==> src/rtl/ittage_update_queue_if.sv <==
// Fetch/backend/predictor-facing bundle of the ITTAGE update queue.
// slave = queue side, master = driver (fetch, backend, predictor harness).
interface ittage_updq_if #(
    parameter int unsigned PLEN           = 32,
    parameter int unsigned ID_W           = 3,
    parameter int unsigned PATH_HIST_BITS = 16
);
    logic [PATH_HIST_BITS-1:0] predict_ctx_o;
    logic                      alloc_valid_i;
    logic [PLEN-1:0]           alloc_pc_i;
    logic [PLEN-1:0]           alloc_target_i;
    logic                      alloc_ready_o;
    logic [ID_W-1:0]           alloc_id_o;
    logic                      resolve_valid_i;
    logic [ID_W-1:0]           resolve_id_i;
    logic [PLEN-1:0]           resolve_target_i;
    logic                      resolve_mispred_i;
    logic                      flush_i;
    logic                      update_valid_o;
    logic [PLEN-1:0]           update_pc_o;
    logic [PATH_HIST_BITS-1:0] update_ctx_o;
    logic [PLEN-1:0]           update_target_o;
    logic [31:0]               perf_update_o;
    logic [31:0]               perf_mispred_o;

    modport slave (
        input  alloc_valid_i, alloc_pc_i, alloc_target_i,
        input  resolve_valid_i, resolve_id_i, resolve_target_i,
        input  resolve_mispred_i, flush_i,
        output predict_ctx_o, alloc_ready_o, alloc_id_o,
        output update_valid_o, update_pc_o, update_ctx_o,
        output update_target_o, perf_update_o, perf_mispred_o
    );

    modport master (
        output alloc_valid_i, alloc_pc_i, alloc_target_i,
        output resolve_valid_i, resolve_id_i, resolve_target_i,
        output resolve_mispred_i, flush_i,
        input  predict_ctx_o, alloc_ready_o, alloc_id_o,
        input  update_valid_o, update_pc_o, update_ctx_o,
        input  update_target_o, perf_update_o, perf_mispred_o
    );
endinterface

==> src/rtl/ittage_update_queue.sv <==
// ITTAGE update queue: speculative path history and in-order update drain.
// Define ITTAGE_UPDQ_PERF_EN to build the update/mispredict perf counters.
module ittage_update_queue #(
    parameter int unsigned PLEN           = 32,
    parameter int unsigned ILEN           = 32,
    parameter int unsigned DEPTH          = 8,
    parameter int unsigned PATH_HIST_BITS = 16,
    parameter int unsigned HIST_SHIFT     = 2
) (
    input logic          clk_i,
    input logic          rst_i,
    ittage_updq_if.slave bus
);
    localparam int unsigned ID_W = $clog2(DEPTH);
    localparam int unsigned LSB  = $clog2(ILEN / 8);

    typedef logic [ID_W:0]           ptr_t;
    typedef logic [ID_W-1:0]         idx_t;
    typedef logic [PATH_HIST_BITS-1:0] hist_t;

    function automatic hist_t shift_hist(hist_t h, logic [PLEN-1:0] t);
        return {h[PATH_HIST_BITS-HIST_SHIFT-1:0], t[LSB+:HIST_SHIFT]};
    endfunction

    logic [DEPTH-1:0] valid_q, valid_d, done_q, done_d;
    ptr_t             head_q, head_d, tail_q, tail_d;
    hist_t            hist_q, hist_d;
    logic [PLEN-1:0]  pc_q  [DEPTH];
    logic [PLEN-1:0]  tgt_q [DEPTH];
    hist_t            ctx_q [DEPTH];

    logic             upd_valid_q;
    logic [PLEN-1:0]  upd_pc_q, upd_tgt_q;
    hist_t            upd_ctx_q;

    idx_t head_idx, tail_idx, rid, rid_off, last_idx;
    idx_t off [DEPTH];
    ptr_t keep;
    logic full, accept, drain, res_ok, mispred, run;
    logic unused_tgt;

    assign head_idx = head_q[ID_W-1:0];
    assign tail_idx = tail_q[ID_W-1:0];
    assign rid      = bus.resolve_id_i;
    assign rid_off  = rid - head_idx;
    assign full     = (head_idx == tail_idx) && (head_q[ID_W] != tail_q[ID_W]);
    assign drain    = valid_q[head_idx] && done_q[head_idx];
    assign res_ok   = bus.resolve_valid_i && valid_q[rid];
    assign mispred  = res_ok && bus.resolve_mispred_i;

    assign bus.alloc_ready_o = !full && !bus.flush_i &&
                               !(bus.resolve_valid_i && bus.resolve_mispred_i);
    assign accept            = bus.alloc_valid_i && bus.alloc_ready_o;
    assign bus.alloc_id_o    = tail_idx;
    assign bus.predict_ctx_o = hist_q;

    assign bus.update_valid_o  = upd_valid_q;
    assign bus.update_pc_o     = upd_pc_q;
    assign bus.update_ctx_o    = upd_ctx_q;
    assign bus.update_target_o = upd_tgt_q;

    assign unused_tgt = ^bus.alloc_target_i;

    always_comb begin
        for (int k = 0; k < DEPTH; k++) begin
            off[k] = idx_t'(k) - head_idx;
        end
    end

    // Flush survivors: the run of resolved entries starting at head.
    always_comb begin
        keep = '0;
        run  = 1'b1;
        for (int k = 0; k < DEPTH; k++) begin
            run = run && valid_q[head_idx + idx_t'(k)]
                      && done_q[head_idx + idx_t'(k)];
            if (run) keep = keep + ptr_t'(1);
        end
    end

    assign last_idx = head_idx + keep[ID_W-1:0] - idx_t'(1);

    always_comb begin
        valid_d = valid_q;
        done_d  = done_q;
        head_d  = head_q;
        tail_d  = tail_q;
        hist_d  = hist_q;
        if (drain) begin
            valid_d[head_idx] = 1'b0;
            head_d            = head_q + ptr_t'(1);
        end
        if (bus.flush_i) begin
            for (int k = 0; k < DEPTH; k++) begin
                if ({1'b0, off[k]} >= keep) valid_d[k] = 1'b0;
            end
            tail_d = head_q + keep;
            if (keep != '0) hist_d = shift_hist(ctx_q[last_idx], tgt_q[last_idx]);
        end else begin
            if (res_ok) done_d[rid] = 1'b1;
            if (mispred) begin
                hist_d = shift_hist(ctx_q[rid], bus.resolve_target_i);
                tail_d = head_q + ptr_t'(rid_off) + ptr_t'(1);
                for (int k = 0; k < DEPTH; k++) begin
                    if (off[k] > rid_off) valid_d[k] = 1'b0;
                end
            end else if (accept) begin
                valid_d[tail_idx] = 1'b1;
                done_d[tail_idx]  = 1'b0;
                tail_d            = tail_q + ptr_t'(1);
                hist_d            = shift_hist(hist_q, bus.alloc_target_i);
            end
        end
    end

    // Payload is only ever read behind a valid bit, so it needs no reset.
    always_ff @(posedge clk_i) begin
        if (accept) begin
            pc_q[tail_idx]  <= bus.alloc_pc_i;
            ctx_q[tail_idx] <= hist_q;
        end
        if (res_ok && !bus.flush_i) tgt_q[rid] <= bus.resolve_target_i;
    end

    always_ff @(posedge clk_i or posedge rst_i) begin
        if (rst_i) begin
            valid_q     <= '0;
            done_q      <= '0;
            head_q      <= '0;
            tail_q      <= '0;
            hist_q      <= '0;
            upd_valid_q <= 1'b0;
            upd_pc_q    <= '0;
            upd_ctx_q   <= '0;
            upd_tgt_q   <= '0;
        end else begin
            valid_q     <= valid_d;
            done_q      <= done_d;
            head_q      <= head_d;
            tail_q      <= tail_d;
            hist_q      <= hist_d;
            upd_valid_q <= drain;
            if (drain) begin
                upd_pc_q  <= pc_q[head_idx];
                upd_ctx_q <= ctx_q[head_idx];
                upd_tgt_q <= tgt_q[head_idx];
            end
        end
    end

`ifdef ITTAGE_UPDQ_PERF_EN
    logic [31:0] perf_upd_q, perf_mis_q;

    always_ff @(posedge clk_i or posedge rst_i) begin
        if (rst_i) begin
            perf_upd_q <= '0;
            perf_mis_q <= '0;
        end else begin
            if (drain) perf_upd_q <= perf_upd_q + 32'd1;
            if (mispred) perf_mis_q <= perf_mis_q + 32'd1;
        end
    end

    assign bus.perf_update_o  = perf_upd_q;
    assign bus.perf_mispred_o = perf_mis_q;
`else
    assign bus.perf_update_o  = '0;
    assign bus.perf_mispred_o = '0;
`endif
endmodule

==> src/flat_wrapper.sv <==
// flat-port wrapper written by rule: the top's interface ports become plain ports
module ittage_update_queue_flat 
#(
    parameter int unsigned PLEN           = 32,
    parameter int unsigned ILEN           = 32,
    parameter int unsigned DEPTH          = 8,
    parameter int unsigned PATH_HIST_BITS = 16,
    parameter int unsigned HIST_SHIFT     = 2
)
  (clk_i, rst_i, bus_alloc_valid_i, bus_alloc_pc_i, bus_alloc_target_i, bus_resolve_valid_i, bus_resolve_id_i, bus_resolve_target_i, bus_resolve_mispred_i, bus_flush_i, bus_predict_ctx_o, bus_alloc_ready_o, bus_alloc_id_o, bus_update_valid_o, bus_update_pc_o, bus_update_ctx_o, bus_update_target_o, bus_perf_update_o, bus_perf_mispred_o);
  ittage_updq_if #(.PLEN(PLEN), .ID_W((3)), .PATH_HIST_BITS(PATH_HIST_BITS)) bus_i ();
  input logic clk_i;
  input logic rst_i;
  input wire logic [$bits(bus_i.alloc_valid_i)-1:0] bus_alloc_valid_i;
  input wire logic [$bits(bus_i.alloc_pc_i)-1:0] bus_alloc_pc_i;
  input wire logic [$bits(bus_i.alloc_target_i)-1:0] bus_alloc_target_i;
  input wire logic [$bits(bus_i.resolve_valid_i)-1:0] bus_resolve_valid_i;
  input wire logic [$bits(bus_i.resolve_id_i)-1:0] bus_resolve_id_i;
  input wire logic [$bits(bus_i.resolve_target_i)-1:0] bus_resolve_target_i;
  input wire logic [$bits(bus_i.resolve_mispred_i)-1:0] bus_resolve_mispred_i;
  input wire logic [$bits(bus_i.flush_i)-1:0] bus_flush_i;
  output wire logic [$bits(bus_i.predict_ctx_o)-1:0] bus_predict_ctx_o;
  output wire logic [$bits(bus_i.alloc_ready_o)-1:0] bus_alloc_ready_o;
  output wire logic [$bits(bus_i.alloc_id_o)-1:0] bus_alloc_id_o;
  output wire logic [$bits(bus_i.update_valid_o)-1:0] bus_update_valid_o;
  output wire logic [$bits(bus_i.update_pc_o)-1:0] bus_update_pc_o;
  output wire logic [$bits(bus_i.update_ctx_o)-1:0] bus_update_ctx_o;
  output wire logic [$bits(bus_i.update_target_o)-1:0] bus_update_target_o;
  output wire logic [$bits(bus_i.perf_update_o)-1:0] bus_perf_update_o;
  output wire logic [$bits(bus_i.perf_mispred_o)-1:0] bus_perf_mispred_o;
  assign bus_i.alloc_valid_i = bus_alloc_valid_i;
  assign bus_i.alloc_pc_i = bus_alloc_pc_i;
  assign bus_i.alloc_target_i = bus_alloc_target_i;
  assign bus_i.resolve_valid_i = bus_resolve_valid_i;
  assign bus_i.resolve_id_i = bus_resolve_id_i;
  assign bus_i.resolve_target_i = bus_resolve_target_i;
  assign bus_i.resolve_mispred_i = bus_resolve_mispred_i;
  assign bus_i.flush_i = bus_flush_i;
  assign bus_predict_ctx_o = bus_i.predict_ctx_o;
  assign bus_alloc_ready_o = bus_i.alloc_ready_o;
  assign bus_alloc_id_o = bus_i.alloc_id_o;
  assign bus_update_valid_o = bus_i.update_valid_o;
  assign bus_update_pc_o = bus_i.update_pc_o;
  assign bus_update_ctx_o = bus_i.update_ctx_o;
  assign bus_update_target_o = bus_i.update_target_o;
  assign bus_perf_update_o = bus_i.perf_update_o;
  assign bus_perf_mispred_o = bus_i.perf_mispred_o;
  ittage_update_queue #(.PLEN(PLEN), .ILEN(ILEN), .DEPTH(DEPTH), .PATH_HIST_BITS(PATH_HIST_BITS), .HIST_SHIFT(HIST_SHIFT)) u_core (.clk_i(clk_i), .rst_i(rst_i), .bus(bus_i));
endmodule
==> config.mk <==
export PLATFORM = sky130hd
export DESIGN_NAME = ittage_update_queue_flat
export DESIGN_NICKNAME = d
export VERILOG_FILES = /design/src/rtl/ittage_update_queue_if.sv /design/src/rtl/ittage_update_queue.sv /design/src/flat_wrapper.sv
export SDC_FILE = /design/constraint.sdc
export NUM_CORES = 1
export LEC_CHECK = 0
export ABC_AREA = 1
export CORE_ASPECT_RATIO = 0.7
export CORE_MARGIN = 5
export CORE_UTILIZATION = 50
export CTS_BUF_LIST = sky130_fd_sc_hd__clkbuf_8
export DETAILED_ROUTE_END_ITERATION = 6
export PLACE_DENSITY = 0.77
export RECOVER_POWER = 50
export REMOVE_ABC_BUFFERS = 1
export SYNTH_ARGS = -nofsm -noshare
export SYNTH_HDL_FRONTEND = slang
export SYNTH_SLANG_ARGS = --single-unit
==> constraint.sdc <==
create_clock -name clk_i -period 9.3 [get_ports clk_i]
set_input_delay 2.325 -clock clk_i [delete_from_list [all_inputs] [get_ports clk_i]]
set_output_delay 2.325 -clock clk_i [all_outputs]
set_load 0.01 [all_outputs]
# Word-level counts from Yosys, hierarchy flattened
# Memories as Yosys holds them, arrays and structs flattened. A register that Yosys moved wholly into a read port is not among the register bits.
# Index checks and enable logic that the tools add are counted.
dict set report totals {
  register_bits 41
  latch_bits 0
  mem_bits_rw 640
  rom_bits 0
  in_bits 105
  out_inout_bits 165
  memories 3
}
dict set report classes {
  add_sub_neg 30
  mul 0
  div_mod_pow 0
  order_cmp 29
  eq_ne 3
  shifts 0
  mux 83
  n_bitwise 6
  n_reduce_logical 32
}
# name words word_bits rd rd_ports_with_merged_regs wr line
set mem_list {}
lappend mem_list {u_core.pc_q 8 32 1 1 1 ittage_update_queue.sv:28} ;# logic [PLEN-1:0] pc_q [DEPTH];
lappend mem_list {u_core.tgt_q 8 32 2 1 1 ittage_update_queue.sv:29} ;# logic [PLEN-1:0] tgt_q [DEPTH];
lappend mem_list {u_core.ctx_q 8 16 3 1 1 ittage_update_queue.sv:30} ;# hist_t ctx_q [DEPTH];
# cell n
set op_table {}
lappend op_table {{$mux 16} 4}
lappend op_table {{$mux 8} 8}
lappend op_table {{$bmux 1 s3} 17}
lappend op_table {{$mux 1} 41}
lappend op_table {{$lt 3x4->1 const B} 10}
lappend op_table {{$mux 4} 10}
lappend op_table {{$add 4x1->4 const B} 9}
lappend op_table {{$ge 3x4->1} 8}
lappend op_table {{$logic_and 1x1->1} 26}
lappend op_table {{$gt 3x3->1} 8}
lappend op_table {{$and 8x8->8} 2}
lappend op_table {{$not 8->8} 2}
lappend op_table {{$or 8x8->8} 2}
lappend op_table {{$add 3x3->3 const B} 4}
lappend op_table {{$sub 3x3->3 const A} 4}
lappend op_table {{$demux 1 s3} 3}
lappend op_table {{$ge 3x1->1 const B} 3}
lappend op_table {{$add 3x2->3 const B} 2}
lappend op_table {{$sub 1x3->3 const A} 2}
lappend op_table {{$sub 2x3->3 const A} 2}
lappend op_table {{$add 4x3->4} 1}
lappend op_table {{$add 4x4->4} 1}
lappend op_table {{$reduce_bool 4->1} 1}
lappend op_table {{$add 3x1->3 const B} 1}
lappend op_table {{10 further kinds} 12}

# Longest topological paths before layout
# Gate-level depths: netlist (run 1).
# An unclocked memory read counts as a cell.
dict set report logic_depth {
  ltp_word 23
  mapped_depth 50
}

# Worst setup path before layout (run 1)
# OpenSTA, ideal clock, no wires.
dict set report synth_path {
  path_type {in2reg}
  startpoint {input port bus_flush_i}
  endpoint {register u_core.done_q[0]}
  arrival_ns 8.051
  required_ns 9.179
  setup_slack_ns 1.128
  stages 7
  n_path_buf 1
  path_cell_list {clkbuf_1 > a21oi_1 > o21ai_0 > inv_1 > nand2_1 > nor4_1 > o21ba_2}
}
dict set report synth_between {
  elab_chain_len 6
}
# element line
set synth_rtl {}
lappend synth_rtl {{start: declaration} flat_wrapper.sv:21} ;# input wire logic [$bits(bus_i.flush_i)-1:0] bus_flush_i;
lappend synth_rtl {{$logic_not 1->1} ittage_update_queue.sv:51} ;# assign bus.alloc_ready_o = !full && !bus.flush_i &&
lappend synth_rtl {{$logic_and 1x1->1 (2 in a row)} ittage_update_queue.sv:51}
lappend synth_rtl {{via bus_alloc_ready_o} flat_wrapper.sv:23} ;# output wire logic [$bits(bus_i.alloc_ready_o)-1:0] bus_alloc_ready_o;
lappend synth_rtl {{$logic_and 1x1->1} ittage_update_queue.sv:53} ;# assign accept = bus.alloc_valid_i && bus.alloc_ready_o;
lappend synth_rtl {{$mux 8} ittage_update_queue.sv:107} ;# end else if (accept) begin
lappend synth_rtl {{$mux 8} ittage_update_queue.sv:101} ;# if (mispred) begin
lappend synth_rtl {{end signal: assignment} ittage_update_queue.sv:138} ;# done_q <= done_d;
lappend synth_rtl {{end: declaration} ittage_update_queue.sv:25} ;# logic [DEPTH-1:0] valid_q, valid_d, done_q, done_d;
# The timed path passes the listed nets, and every way through them passes these cells.
# A chain may end at the register's enable or synchronous reset.

# Worst setup path after layout (run 1)
dict set report layout_path {
  startpoint {register u_core.head_q[0]}
  endpoint {register u_core.hist_q[14], in the netlist u_core.bus.predict_ctx_o[14]}
}
dict set report layout_between {
  elab_chain_len 23
  elab_cells_between_ends 84
  cone_classes {add/sub: 16; eq/ne: 2; mux: 42; reduce/logical: 23; memory: 1}
}
# element line
set layout_rtl {}
lappend layout_rtl {{start: declaration} ittage_update_queue.sv:26} ;# ptr_t head_q, head_d, tail_q, tail_d;
lappend layout_rtl {{start signal: assignment} ittage_update_queue.sv:129} ;# head_q <= '0;
lappend layout_rtl {{start signal: assignment} ittage_update_queue.sv:139} ;# head_q <= head_d;
lappend layout_rtl {{$add 3x1->3 (tied with other cells)} {ittage_update_queue.sv:75, ittage_update_queue.sv:76}}
lappend layout_rtl {{$bmux 1 s3 (tied with other cells)} ittage_update_queue.sv:75} ;# run = run && valid_q[head_idx + idx_t'(k)]
lappend layout_rtl {{$mux 1 (implied by the code) or $logic_and 1x1->1 (tied branches)} {ittage_update_queue.sv:75, ittage_update_queue.sv:76}}
lappend layout_rtl {{$logic_and 1x1->1 or $mux 1 (tied branches)} {ittage_update_queue.sv:75, ittage_update_queue.sv:77}}
lappend layout_rtl {{$logic_and 1x1->1 or $add 1x1->2 (tied branches)} {ittage_update_queue.sv:76, ittage_update_queue.sv:77}}
lappend layout_rtl {{$mux 4 or $logic_and 1x1->1 (tied branches)} {ittage_update_queue.sv:77, ittage_update_queue.sv:75}}
lappend layout_rtl {{$add 4x1->4 or $logic_and 1x1->1 (tied branches)} {ittage_update_queue.sv:77, ittage_update_queue.sv:76}}
lappend layout_rtl {{$mux 4 or $logic_and 1x1->1 (tied branches)} {ittage_update_queue.sv:77, ittage_update_queue.sv:75}}
lappend layout_rtl {{[... 7 more ...]} n/a}
lappend layout_rtl {{$mux 4 or $logic_and 1x1->1 (tied branches)} {ittage_update_queue.sv:77, ittage_update_queue.sv:75}}
lappend layout_rtl {{$add 4x1->4 or $logic_and 1x1->1 (tied branches)} {ittage_update_queue.sv:77, ittage_update_queue.sv:76}}
lappend layout_rtl {{$mux 4} ittage_update_queue.sv:77} ;# if (run) keep = keep + ptr_t'(1);
lappend layout_rtl {{$add 3x3->3} ittage_update_queue.sv:81} ;# assign last_idx = head_idx + keep[ID_W-1:0] - idx_t'(1);
lappend layout_rtl {{$sub 3x1->3} ittage_update_queue.sv:81}
lappend layout_rtl {{$mem_v2 8x16} n/a}
lappend layout_rtl {{$mux 16} ittage_update_queue.sv:98} ;# if (keep != '0) hist_d = shift_hist(ctx_q[last_idx], tgt_q[last_idx]);
lappend layout_rtl {{$mux 16} ittage_update_queue.sv:93} ;# if (bus.flush_i) begin
lappend layout_rtl {{end signal: assignment} ittage_update_queue.sv:141} ;# hist_q <= hist_d;
lappend layout_rtl {{end: declaration} ittage_update_queue.sv:27} ;# hist_t hist_q, hist_d;
# Several ways; a longest one is shown, not always the timed one. The select of a mux whose other input is x is not followed.

==> impl_metrics.env, run 1 <==
export IMPL_ys_types=52
export IMPL_worstPathArrival_ns=8.76
export IMPL_max_freq_mhz=123
export IMPL_cts_hold_buf=0
export IMPL_dr_wl_met2_um=40700
export IMPL_avgRoutedWirePerCell_um=21.4
export IMPL_cp_top_family="buffers and inverters"
export IMPL_first_pass_iters=7
export IMPL_cap_violations=6
export IMPL_cts_clk_slew_worst_paths_ns=0.06
export IMPL_end_kind="flip-flop"
export IMPL_hpwl_um=48500
export IMPL_ant_nets=0
export IMPL_die_y_um=227
export IMPL_wl_met3_um=10000
export IMPL_start_util=0.507
export IMPL_syn_area_um2=33700
export IMPL_critical_path_slowest_cell="buf_4"
export IMPL_cts_sinks=761
export IMPL_violations="capacitance limit, slew limit"
export IMPL_yosys_warnings=0
export IMPL_hold_violations=0
export IMPL_row_count=79
export IMPL_finClkSkew_ns=0.0635
export IMPL_wirelength_um=89300
export IMPL_cp_startpoint="u_core.head_q[0]"
export IMPL_startpoint_type="flip-flop"
export IMPL_finalSetupViolations=0
export IMPL_slew_viol_final=465
export IMPL_syn_to_final_growth_pct=13.9
export IMPL_cts_buffers=110
export IMPL_relSlewSlack=-1.97
export IMPL_grt_max_degree=111
export IMPL_routabilityCongestion=0.885
export IMPL_critPathMostFrequentCell="nand2_1"
export IMPL_num_vias=24300
export IMPL_final_min_clock_period_ns=8.11
export IMPL_wl_met1_um=36200
export IMPL_crit_required_ns=9.96
export IMPL_worstMarginPinSlew_ns=4.45
export IMPL_power_density_nw_per_um2=248
export IMPL_route_top_layer_used="met5"
export IMPL_ys_seq_area_frac=0.659
export IMPL_worstPathMaxFanout=110
export IMPL_io_buffers=175
export IMPL_r2r_start="u_core.head_q[0]"
export IMPL_path_buf_inv=13
export IMPL_root_buffer="clkbuf_8"
export IMPL_syn_inst=3050
export IMPL_die_area_um2=72900
export IMPL_htree_num_levels=3
export IMPL_hold_start="u_core.bus.update_ctx_o[3]"
export IMPL_cts_tree="yes"
export IMPL_grt_overflow_total=0
export IMPL_clockBufferDepth=3
export IMPL_rsz0062_at_grt="no"
export IMPL_fp_dieW_um=321
export IMPL_fin_crit_sh=0.872
export IMPL_core_um2=66600
export IMPL_grtUsageTotal=0.238
export IMPL_drcViolationCount=0
export IMPL_grt_pass1_vias=22600
export IMPL_yosys_register_bits=761
export IMPL_path_class="reg2reg"
export IMPL_ios=270
export IMPL_cpPeakStageDelay_ns=0.80
export IMPL_cts_setup_buffers=0
export IMPL_min_path_type="reg2reg"
export IMPL_fin_total_pwr_uw=9530
export IMPL_antenna_found_initial=11
export IMPL_grt_pass1_wl_um=134000
export IMPL_drive_gt1_frac=0.0841
export IMPL_vias_per_cell=5.82
export IMPL_synth_avg_cell_area_um2=11.1
export IMPL_status="finished with violations"
export IMPL_fin_hold_ws_ns=0.486
export IMPL_leakage_uw=0.0142
export IMPL_max_vdd_ir_drop_mv=0.141
export IMPL_drt_initial_drc_count=2949
export IMPL_clk_insertion_delay_late_ns=0.77
export IMPL_ctsResizeCount=0
export IMPL_nets=3346
[logic make-up after synthesis]
kind of cell             share of synthesized area
other                                     0.000111
AND/OR/NAND/NOR                              0.110
buffers and inverters                       0.0555
XOR/XNOR                                   0.00415
AO/OA/AOI/OAI                                0.151
flip-flops                                   0.659
adder cells (fa/ha/maj)                     0.0202
[cell usage after synthesis (all sizes together)]
library cell,instances,area (um^2)
a211oi,4,30.0
o32ai,1,8.76
o21bai,1,7.51
clkinv,3,11.3
o21ba,2,20.0
a21oi,116,581
xor2,8,70.1
a22oi,17,128
nand2,351,1410
and3,1,6.26
o21ai,462,2310
o21a,5,37.5
fa,4,80.1
buf,89,631
a31oi,78,488
o2bb2ai,3,26.3
a221oi,15,131
nor4,3,18.8
inv,154,581
o311ai,1,8.76
nand3,107,573
o2111ai,7,61.3
a41oi,1,8.76
nor2,420,1610
dfrtp,121,3030
clkbuf,173,649
edfxtp,640,19200
o22ai,148,926
conb,1,3.75
o211ai,35,268
nor3,11,60.1
ha,48,601
o221ai,5,43.8
nand4,6,37.5
o31ai,1,7.51
xnor2,8,70.1
[worst paths after layout]
kind,end,slack (ns),cells past startpoint
min in group asynchronous,u_core.bus.update_target_o[9],3.37,2
max in group asynchronous,u_core.head_q[2],3.52,2
worst max-delay path,u_core.bus.predict_ctx_o[14],1.19,44
worst max register to register,u_core.bus.predict_ctx_o[14],1.19,44
worst min-delay path,u_core.bus.update_ctx_o[3],0.49,2
worst min register to register,u_core.bus.update_ctx_o[3],0.49,2
[sequential cells by signal, indices dropped and copies added, names as in the netlist]
name	cells
u_core.bus.predict_ctx_o	16
u_core.bus.update_ctx_o	16
u_core.bus.update_pc_o	32
u_core.bus.update_target_o	32
u_core.bus.update_valid_o	1
u_core.ctx_q	128
u_core.done_q	8
u_core.head_q	4
u_core.pc_q	256
u_core.tail_q	4
u_core.tgt_q	256
u_core.valid_q	8
[stage by stage]
step	setup TNS [ns]	std cells	instance area, um^2	utilization	setup WS, ns
final	0	4179	38400	0.577	1.19
after global routing	0	4176	38400	0.577	0.429
after CTS	0	4174	38400	0.577	1.26
after detailed placement	0	3968	36100	0.542	1.30
after global placement	0	3968	36100	0.542	1.43
after floorplan	-545.97	2851	32700	-	-6.81
[tightest hold or removal path: stages, from the launching register on]
cell,delay (ns)
dfrtp_1,0.34
nand2_1,0.05
o21ai_0,0.06
[power breakdown]
group | total, uW | switching (uW) | internal [uW]
clock | 2790 | 1300 | 1490
sequential | 4240 | 238 | 4000
combinational | 2510 | 1600 | 905
[layout by cell type, fill, tap and decap left out, drive strengths merged, types with 46 or more instances in the layout]
cell,instances
ha,48
clkdlybuf4s50,110
o21ai,462
inv,195
dlygate4sd3,65
conb,64
edfxtp,640
a31oi,78
nand2,351
dfrtp,121
nand3,107
nor2,420
clkbuf,130
a21oi,116
o22ai,148
buf,46
[cell type report]
cell class / count / area (um^2)
tap: 891 / 1110
timing repair buffer: 226 / 2120
multi-input combinational: 1933 / 9980
antenna: 5 / 12.5
clock inverter: 81 / 611
clock buffer: 125 / 1720
inverter: 157 / 608
sequential: 761 / 22300
fill: 5529 / 28200
[layer usage]
| metal | vias to the layer above | global-route usage |
|---|---|---|
| met1 | 11700 | 0.329 |
| met4 | 10 | 0.0704 |
| met5 | - | 0 |
| met3 | 204 | 0.0671 |
| li1 | 11200 | - |
| met2 | 1271 | 0.374 |
Power figures use the tool's default switching activity.
==> run 2: changes to the inputs <==
--- a/config.mk
+++ b/config.mk
@@ -7,7 +7,6 @@
 export LEC_CHECK = 0
 export ABC_AREA = 1
 export CORE_ASPECT_RATIO = 0.7
-export CORE_MARGIN = 5
 export CORE_UTILIZATION = 50
 export CTS_BUF_LIST = sky130_fd_sc_hd__clkbuf_8
 export DETAILED_ROUTE_END_ITERATION = 6
==> impl_metrics.env, run 2 (same netlist as run 1, synthesis figures left out) <==
export IMPL_status="finished with violations"
export IMPL_violations="capacitance limit, slew limit"
export IMPL_drive_gt1_frac=0.0853
export IMPL_grt_pass1_wl_um=133000
export IMPL_grt_pass1_vias=22500
export IMPL_finClkSkew_ns=0.0396
export IMPL_intPower_uw=6220
export IMPL_cts_buffers=109
export IMPL_htree_num_levels=3
export IMPL_setup_tns_ns=0
export IMPL_worstMarginPinSlew_ns=4.36
export IMPL_clockBufferDepth=3
export IMPL_cts_clk_slew_worst_paths_ns=0.07
export IMPL_rsz0062_at_grt="no"
export IMPL_ctsResizeCount=0
export IMPL_switching_share=0.334
export IMPL_worstPathMaxFanout=119
export IMPL_max_vdd_ir_drop_mv=0.174
export IMPL_final_common_cell="edfxtp_1"
export IMPL_fin_cells=4176
export IMPL_path_class="reg2reg"
export IMPL_clk_insertion_delay_late_ns=0.74
export IMPL_final_min_clock_period_ns=8.14
export IMPL_routabilityCongestion=0.930
export IMPL_nets=3342
export IMPL_critical_path_slowest_cell="dfrtp_4"
export IMPL_grt_max_degree=228
export IMPL_first_pass_iters=6
export IMPL_p_clk_frac=0.282
export IMPL_crit_required_ns=9.92
export IMPL_r2r_slack_ns=1.16
export IMPL_row_count=79
export IMPL_hpwl_um=45800
export IMPL_cap_violations=1
export IMPL_relSlewSlack=-1.93
export IMPL_drcViolationCount=0
export IMPL_worstPathArrival_ns=8.76
export IMPL_hold_path_end="u_core.bus.update_ctx_o[11]"
export IMPL_holdPathStages=2
export IMPL_rr_worst_depth=42
export IMPL_syn_to_final_growth_pct=13.5
export IMPL_avgRoutedWirePerCell_um=21.0
export IMPL_fp_dieW_um=313
export IMPL_die_area_um2=68600
export IMPL_drt_initial_drc_count=3160
export IMPL_leakage_uw=0.0141
export IMPL_cts_setup_buffers=0
export IMPL_power_share_combinational=0.265
export IMPL_end_kind="flip-flop"
export IMPL_die_y_um=219
export IMPL_cts_tree="yes"
export IMPL_grt_overflow_total=0
export IMPL_startpoint_type="flip-flop"
export IMPL_fin_total_pwr_uw=9350
export IMPL_wirelength_um=87600
export IMPL_io_buffers=175
export IMPL_r2r_start="u_core.head_q[0]"
export IMPL_power_density_nw_per_um2=244
export IMPL_ant_nets=0
export IMPL_grtUsageTotal=0.253
export IMPL_root_buffer="clkbuf_8"
export IMPL_vias_per_cell=5.81
export IMPL_core_um2=66600
export IMPL_net_switching_power_uw=3130
export IMPL_max_freq_mhz=123
export IMPL_cpPeakStageDelay_ns=0.62
export IMPL_final_cell_mix="edfxtp_1, o21ai_0, nor2_1"
export IMPL_slew_viol_final=69
export IMPL_cts_sinks=761
export IMPL_start_util=0.507
export IMPL_finalSetupViolations=0
export IMPL_placed_cells=3965
export IMPL_hold_violations=0
export IMPL_p_seq_frac=0.454
export IMPL_critical_path_reg2reg_endpoint="u_core.bus.predict_ctx_o[14]"
export IMPL_ios=270
export IMPL_largestRegisters="u_core.pc_q: 256 flops, u_core.tgt_q: 256 flops, u_core.ctx_q: 128 flops"
export IMPL_hold_start="u_core.bus.update_ctx_o[11]"
export IMPL_antenna_found_initial=8
export IMPL_num_vias=24300
export IMPL_min_path_type="reg2reg"
export IMPL_fin_crit_sh=0.875
export IMPL_cts_hold_buf=0
run 2: per-layer routing:
layer,GRT usage,up-vias,wire (um)
li1,-,11100,-
met1,0.356,11600,36400
met2,0.391,1306,39800
met3,0.0600,201,9240
met4,0.0790,8,2160
met5,0,-,49
run 2: how the worst max path moves through the flow:
| stage | to | cells past startpoint | slack [ns] | start |
|---|---|---|---|---|
| 2_1_floorplan | u_core.bus.predict_ctx_o[14] | 41 | -6.81 | u_core.head_q[0] |
| 3_3_place_gp | u_core.bus.predict_ctx_o[14] | 42 | 1.36 | u_core.head_q[0] |
| 3_5_place_dp | u_core.bus.predict_ctx_o[14] | 42 | 1.28 | u_core.head_q[0] |
| 4_1_cts | u_core.bus.predict_ctx_o[14] | 42 | 1.25 | u_core.head_q[0] |
| 5_1_grt | u_core.bus.predict_ctx_o[14] | 42 | 0.56 | u_core.head_q[0] |
| 6_report | u_core.bus.predict_ctx_o[14] | 42 | 1.16 | u_core.head_q[0] |
run 2: critical path, delay by kind of cell (launching register included):
| family | cells | cell delay, ns |
|---|---|---|
| fa+ha+maj | 9 | 2.82 |
| simple gates | 15 | 1.41 |
| flops | 1 | 0.62 |
| xor+xnor | 2 | 0.43 |
| compound gates | 5 | 0.81 |
| buf+inv | 11 | 1.88 |
run 2: power groups by stage:
stage	Clock [uW]	Sequential, uW	Combinational [uW]
2_1_floorplan	0	4370	1420
3_3_place_gp	0	4300	2390
3_5_place_dp	0	4300	2440
4_1_cts	2670	4240	2450
5_1_grt	2820	4270	2730
6_report	2630	4240	2470
run 2: cell type report:
class | count | area, um^2
Clock inverter | 86 | 527
Antenna cell | 4 | 10.0
Tap cell | 891 | 1110
Multi-Input combinational cell | 1933 | 10000
Fill cell | 5458 | 28300
Inverter | 157 | 604
Clock buffer | 121 | 1670
Sequential cell | 761 | 22300
Timing Repair Buffer | 223 | 2120
run 2: stage by stage:
step	instance area [um^2]	utilization	worst slack, ns	hold slack, ns
2_1_floorplan	32700	-	-6.81	0.486
3_3_place_gp	36100	0.542	1.36	0.472
3_5_place_dp	36100	0.542	1.28	0.473
4_1_cts	38300	0.575	1.25	0.490
5_1_grt	38300	0.575	0.557	0.525
6_report	38300	0.575	1.16	0.487
